**config.mk**
```make
export PLATFORM = sky130hd
export DESIGN_NAME = tick_scheduler
export DESIGN_NICKNAME = d
export VERILOG_FILES = /design/src/rtl/tick_scheduler.sv
export SDC_FILE = /design/constraint.sdc
export NUM_CORES = 1
export LEC_CHECK = 0
export CORE_UTILIZATION = 30
export CTS_BUF_LIST = sky130_fd_sc_hd__clkbuf_8
export DETAILED_ROUTE_END_ITERATION = 12
export PLACE_DENSITY_LB_ADDON = 0.15
export SLEW_MARGIN = 20
export SYNTH_ARGS = -nofsm -noshare
export SYNTH_HDL_FRONTEND = slang
export SYNTH_SLANG_ARGS = --single-unit
```
**constraint.sdc**
```tcl
create_clock -name Clock -period 7.93 [get_ports Clock]
set_input_delay 1.9825 -clock Clock [delete_from_list [all_inputs] [get_ports Clock]]
set_output_delay 1.9825 -clock Clock [all_outputs]
set_load 0.01 [all_outputs]
```
**src/rtl/tick_scheduler.sv**
```systemverilog
// Multi-channel tick generator: each channel counts a programmable period and
// emits one-cycle Tick pulses, either once (one-shot) or repeatedly (periodic).
module tick_scheduler #(
    parameter int NUM_CH = 4,
    parameter int WIDTH  = 32,
    localparam int CH_W  = (NUM_CH > 1) ? $clog2(NUM_CH) : 1
) (
    input  logic              Clock,
    input  logic              Reset_n,
    input  logic              CfgWrite,
    input  logic [CH_W-1:0]   CfgChan,
    input  logic [WIDTH-1:0]  CfgPeriod,
    input  logic              CfgMode,
    input  logic [NUM_CH-1:0] Start,
    input  logic [NUM_CH-1:0] Stop,
    output logic [NUM_CH-1:0] Tick,
    output logic [NUM_CH-1:0] Busy,
    output logic [NUM_CH-1:0] Done
);

    typedef enum logic {
        IDLE = 1'b0,
        RUN  = 1'b1
    } state_t;

    state_t            state_q  [NUM_CH];
    state_t            state_d  [NUM_CH];
    logic [WIDTH-1:0]  period_q [NUM_CH];
    logic [WIDTH-1:0]  period_d [NUM_CH];
    logic [WIDTH-1:0]  cnt_q    [NUM_CH];
    logic [WIDTH-1:0]  cnt_d    [NUM_CH];
    logic [NUM_CH-1:0] mode_q, mode_d;
    logic [NUM_CH-1:0] tick_q, tick_d;
    logic [NUM_CH-1:0] done_q, done_d;
    logic [NUM_CH-1:0] cfg_hit;

    function automatic logic [WIDTH-1:0] eff_period(input logic [WIDTH-1:0] p);
        return (p == '0) ? WIDTH'(1) : p;
    endfunction

    always_comb begin
        cfg_hit = '0;
        if (CfgWrite && (32'(CfgChan) < NUM_CH)) begin
            for (int i = 0; i < NUM_CH; i++) begin
                if (CfgChan == CH_W'(i)) begin
                    cfg_hit[i] = 1'b1;
                end
            end
        end
    end

    // cnt holds the number of edges left until the expiry edge, at which the
    // registered Tick becomes visible. A Start loads P-1 (its own edge counts
    // as one), an expiry reload loads P; a one-cycle period expires at once.
    always_comb begin
        for (int i = 0; i < NUM_CH; i++) begin
            period_d[i] = cfg_hit[i] ? CfgPeriod : period_q[i];
            mode_d[i]   = cfg_hit[i] ? CfgMode : mode_q[i];
            state_d[i]  = state_q[i];
            cnt_d[i]    = cnt_q[i];
            tick_d[i]   = 1'b0;
            done_d[i]   = done_q[i];

            if (Stop[i]) begin
                state_d[i] = IDLE;
                cnt_d[i]   = '0;
            end else if (Start[i]) begin
                done_d[i] = 1'b0;
                if (eff_period(period_d[i]) == WIDTH'(1)) begin
                    tick_d[i] = 1'b1;
                    if (mode_d[i]) begin
                        state_d[i] = RUN;
                        cnt_d[i]   = WIDTH'(1);
                    end else begin
                        state_d[i] = IDLE;
                        cnt_d[i]   = '0;
                        done_d[i]  = 1'b1;
                    end
                end else begin
                    state_d[i] = RUN;
                    cnt_d[i]   = eff_period(period_d[i]) - WIDTH'(1);
                end
            end else if (state_q[i] == RUN) begin
                if (cnt_q[i] <= WIDTH'(1)) begin
                    tick_d[i] = 1'b1;
                    if (mode_q[i]) begin
                        cnt_d[i] = eff_period(period_q[i]);
                    end else begin
                        state_d[i] = IDLE;
                        cnt_d[i]   = '0;
                        done_d[i]  = 1'b1;
                    end
                end else begin
                    cnt_d[i] = cnt_q[i] - WIDTH'(1);
                end
            end
        end
    end

    always_ff @(posedge Clock or negedge Reset_n) begin
        if (!Reset_n) begin
            for (int i = 0; i < NUM_CH; i++) begin
                state_q[i]  <= IDLE;
                period_q[i] <= '0;
                cnt_q[i]    <= '0;
            end
            mode_q <= '0;
            tick_q <= '0;
            done_q <= '0;
        end else begin
            for (int i = 0; i < NUM_CH; i++) begin
                state_q[i]  <= state_d[i];
                period_q[i] <= period_d[i];
                cnt_q[i]    <= cnt_d[i];
            end
            mode_q <= mode_d;
            tick_q <= tick_d;
            done_q <= done_d;
        end
    end

    always_comb begin
        for (int i = 0; i < NUM_CH; i++) begin
            Busy[i] = (state_q[i] == RUN);
        end
    end

    assign Tick = tick_q;
    assign Done = done_q;

endmodule

```
After elaboration in Yosys (flattened, before gate mapping)

Cells that the tools add are included.

Multiplexer cells: 121
Reductions and logical operators: 25
Bitwise gates (word level): 4
Add/sub/neg operators: 8
Eq/ne operators: 11
Order comparisons: 4

Operators by type and width:

| operator                                                         | count |
|---|---|
| 2-to-1 mux 32 bit                                                | 36 |
| zero test 32 bit                                                 | 8 |
| subtractor 32 x 1 -> 32 bit (second input constant)              | 8 |
| == test 32 x 1 -> 1 bit (second input constant)                  | 4 |
| less-or-equal comparator 32 x 1 -> 1 bit (second input constant) | 4 |
| 2-to-1 mux 1 bit                                                 | 84 |
| AND reduction 4 bit                                              | 4 |
| nonzero test 2 bit                                               | 8 |
| nonzero test 3 bit                                               | 4 |
| != test 2 bit (second input constant)                            | 4 |
| == test 2 bit (second input constant)                            | 2 |
| 2-to-1 mux 4 bit                                                 | 1 |
| inverter 1 bit                                                   | 4 |
| == test 2 x 1 -> 1 bit (second input constant)                   | 1 |
| zero test 2 bit                                                  | 1 |

Register bits: 272
Output and inout port bits: 12

Depth between registers and ports, before layout

Depth in word-level cells: 10
Depth in mapped cells: 18

Worst setup path after synthesis

No wires, ideal clock.

Path type: input -> register
From: in CfgChan[0]
To: reg cnt_q[20] (netlist bit)
Setup slack: 2.408 ns
Stages on the path: 13
Data required time: 7.808 ns
Path buffers: 5
Arrival: 5.400 ns
Cells stage by stage: nand3_1 > clkbuf_1 > buf_2 > buf_1 > clkbuf_1 > buf_1 > mux2i_1 > ha_1 > o211ai_1 > or4b_2 > nor2_1 > a221oi_1 > a32o_1

Longest elaborated chain between the ends: 10
Elaborated cells on any way between the ends: 11
Classes of those cells: 1 x add/sub; 2 x eq/ne; 7 x mux; 1 x reduce/logical

Ends and longest elaborated chain:

| item                                                                   | RTL line | text |
|---|---|---|
| start, declared                                                        | 11       | `input logic [CH_W-1:0] CfgChan,` |
| == test 2 bit (*)                                                      | 45       | `if (CfgChan == CH_W'(i)) begin` |
| 2-to-1 mux 1 bit (*)                                                   | 45       |  |
| 2-to-1 mux 4 bit (*)                                                   | 43       | `if (CfgWrite && (32'(CfgChan) < NUM_CH)) begin` |
| 2-to-1 mux 32 bit (*)                                                  | 57       | `period_d[i] = cfg_hit[i] ? CfgPeriod : period_q[i];` |
| zero test 32 bit                                                       | 38       | `return (p == '0) ? WIDTH'(1) : p;` |
| 2-to-1 mux 32 bit (*)                                                  | 38       |  |
| subtractor 32 x 1 -> 32 bit or == test 32 x 1 -> 1 bit (tied branches) | 81, 69   |  |
| 2-to-1 mux 32 bit (*)                                                  | 69       | `if (eff_period(period_d[i]) == WIDTH'(1)) begin` |
| 2-to-1 mux 32 bit (*)                                                  | 67       | `end else if (Start[i]) begin` |
| 2-to-1 mux 32 bit (*)                                                  | 64       | `if (Stop[i]) begin` |
| end signal, assigned by index                                          | 114      | `cnt_q[i] <= cnt_d[i];` |
| end, declared                                                          | 30       | `logic [WIDTH-1:0] cnt_q [NUM_CH];` |

Mark *: on every way between the ends. The rest lies on a longest branch, timed or not.
A chain may end at the register's enable or synchronous reset.

Worst setup path in the final report

From: in CfgPeriod[23]
To: reg cnt_q[113] (netlist bit)

Longest elaborated chain between the ends: 7
Elaborated cells on any way between the ends: 8
Classes of those cells: 1 x add/sub; 1 x eq/ne; 5 x mux; 1 x reduce/logical

Ends and longest elaborated chain:

| item                                                                   | RTL line | text |
|---|---|---|
| start, declared                                                        | 12       | `input logic [WIDTH-1:0] CfgPeriod,` |
| 2-to-1 mux 32 bit (*)                                                  | 57       |  |
| zero test 32 bit                                                       | 38       |  |
| 2-to-1 mux 32 bit (*)                                                  | 38       |  |
| subtractor 32 x 1 -> 32 bit or == test 32 x 1 -> 1 bit (tied branches) | 81, 69   |  |
| 2-to-1 mux 32 bit (*)                                                  | 69       |  |
| 2-to-1 mux 32 bit (*)                                                  | 67       |  |
| 2-to-1 mux 32 bit (*)                                                  | 64       |  |

Marks and branches as above.

==> results.cfg <==
[status]
status = complete, no violations

[layout]
n_fill_cell = 6783
n_antenna_cell = 0
multi_input_area_um2 = 11900
area_delta_synth_final_pct = 14.4
final_cell_mix = nand2_1, dfrtp_1, nor2_1, a21oi_1, nor3_1
seqCellArea_um2 = 6810
drive_gt1_frac = 0.0840
fin_nets = 2520
final_common_cell = nand2_1

[clock_tree]
cts_buffers = 57
cts_tree = built
cts.sinks = 272
root_buffer = clkbuf_8
htreeDepth = 2
clk_latency_ns = 0.69
cts.clk_slew.worst_paths_ns = 0.06
cts-resized-gates = 0
cts_setup_buffers = 0
clockBufferDepth = 3
hold_buffers = 0

[floorplanning]
core_um2 = 64300
io_pins = 58
die_area_um2 = 66100
rows = 93
die_w_um = 257
die_h_um = 257
start_util = 0.304

[global_route]
grt_usage = 0.249
grt_max_degree = 112
gr-total-overflow = 0
grt_pass1_wl_mm = 126
first_global_vias = 19700
antenna_found_initial = 5

[worst_hold_path]
hold-path-cell-count = 1
hp-class = flip-flop to flip-flop
hold_start = Done[0]
min_to = Done[0]

[timing]
worst_pin_slew_ns = 1.10
fin_skew_ns = 0.0286
min_period_over_period = 0.790
finalSetupViolations = 0
fin_crit_ns = 6.26
tns_ns = 0
fmax_ghz = 0.160
final_max_slew_viol_count = 0
maxSlewHeadroom = 0.266
rsz0062_at_grt = false
hold_viol = 0

[critical_path]
worst_ep_required_time_ns = 8.48
arrival_ns = 6.81
rr_startpoint = period_q[118]
reg2regPathDepth = 13
cp-start-kind = primary input
path_class = primary input to flip-flop
r2r-end = cnt_q[113]
r2r_setup_slack_ns = 3.53
path_max_fanout = 20
endpoint_kind = flip-flop

[route]
drt_iter0_markers = 2156
remaining_drc_errors = 0
routed-via-count = 19800
wl_per_cell_um = 25.0
wirelength_mm = 83.9
vias_per_cell = 5.90
ant_nets = 0
dr.pass1.iters = 5

[logic_synthesis]
synth_top_area_frac = 0.348
yosysSeqAreaShare = 0.348
yosysWarnings = 0
synthArstFlopShare = 1.00
syn_nets = 2492
synth-main-ff-cell = dfrtp_1
syn_area_um2 = 19500
synthTopCellsByArea = dfrtp_1, nand2_1, xnor2_1, a21oi_1, nor2_1
synthCells = 2430
syn_area_per_cell_um2 = 8.04
synth_cell_type_count = 87
ys_ff_latch = 272
synth_edf_count = 0
yosysTopAreaCell = dfrtp_1

[power]
power.share.clock = 0.324
p_total_w = 0.00510
powerDensity_nw_per_um2 = 228
power.leakage_nw = 9.39
comb_power_share = 0.305
peakVddDrop_mv = 0.141
p_seq_frac = 0.371
switching_share = 0.395
power.internal_w = 0.00308
switching_power_w = 0.00202

[place]
port_buffers = 57
gp_congestion = 0.902
post-dp-hpwl_mm = 59.8

[job]
cap_viol_max_count = 0
synthesized netlist by cell type (all sizes together) (8+ instances only):
library cell	instances
a211o	8
a211oi	15
a21o	13
a21oi	130
a221o	23
a221oi	20
a22o	29
a22oi	54
a2bb2oi	9
a31oi	23
a32o	9
and2	11
and3	19
and4	12
buf	30
clkbuf	129
dfrtp	272
ha	16
inv	71
mux2	8
mux2i	62
nand2	410
nand2b	14
nand3	76
nand3b	11
nand4	36
nand4b	8
nor2	172
nor3	121
nor3b	10
nor4	92
o2111ai	8
o211ai	34
o21a	12
o21ai	92
o31ai	14
or2	13
or3	36
or4	32
xnor2	116
xor2	70
registers in the layout (all words and copies together), names as in the netlist:
name and count:
Busy 4, period_q 128, Done 4, cnt_q 128
mode_q 4, Tick 4
metal layers:
layer,track usage,wire (um)
met1,0.333,36400
met5,0,41
met4,0.0926,2950
met3,0.0392,5410
met2,0.404,39100
worst max-delay path by stage:
stage	end	startpoint	depth (start not counted)
floorplan	cnt_q[20]	CfgChan[0]	13
global placement	cnt_q[113]	CfgPeriod[23]	14
detailed placement	cnt_q[113]	CfgPeriod[23]	14
CTS	cnt_q[113]	CfgPeriod[23]	14
global route	cnt_q[113]	CfgPeriod[23]	14
finish	cnt_q[113]	CfgPeriod[23]	14
metrics by stage:
stage | setup slack (ns) | utilization | hold slack, ns | cell area (um2) | instances
finish | 1.67 | 0.347 | 0.484 | 22400 | 3354
global route | 1.36 | 0.347 | 0.516 | 22400 | 3354
CTS | 1.80 | 0.347 | 0.492 | 22300 | 3354
detailed placement | 1.08 | 0.329 | 0.479 | 21100 | 3254
global placement | 1.15 | 0.329 | 0.479 | 21100 | 3254
floorplan | 2.41 | - | 0.477 | 19500 | 2430
power by group through the flow:
stage / Sequential [W] / Clock, W / Combinational (W)
2_1_floorplan: 0.00178 / 0 / 0.00107
3_3_place_gp: 0.00191 / 0 / 0.00152
3_5_place_dp: 0.00191 / 0 / 0.00153
4_1_cts: 0.00189 / 0.00169 / 0.00154
5_1_grt: 0.00192 / 0.00174 / 0.00170
6_report: 0.00189 / 0.00165 / 0.00155
cells by family (layout without fill, tap and decap cells):
family / count (synthesis) / in the layout / share of synthesized area
fa+ha+maj: 16 / 16 / 0.0102
compound gates: 559 / 559 / 0.200
mux: 70 / 70 / 0.0364
buf+inv: 233 / 302 / 0.0466
xor+xnor: 186 / 186 / 0.0834
simple gates: 1094 / 1094 / 0.275
flops: 272 / 272 / 0.348
worst max-delay path, cell delays in order:
cell and delay [ns]:
clkdlybuf4s50_1 0.62, or4_1 0.69, or2_1 0.33, or4_4 0.50, a2111oi_2 0.46, nor2_1 0.14, inv_1 0.08, ha_1 0.15
inv_1 0.05, a2111oi_0 0.39, a21bo_2 0.54, nor2_1 0.28, and3_1 0.24, or3_1 0.33
cell type report:
class	instances	share of cell area
Clock buffer	70	0.0431
Clock inverter	30	0.0104
Inverter	74	0.0124
Multi-Input combinational cell	1925	0.531
Sequential cell	272	0.304
Tap cell	855	0.0479
Timing Repair Buffer	128	0.0504
(Power assumes the default switching activity.)
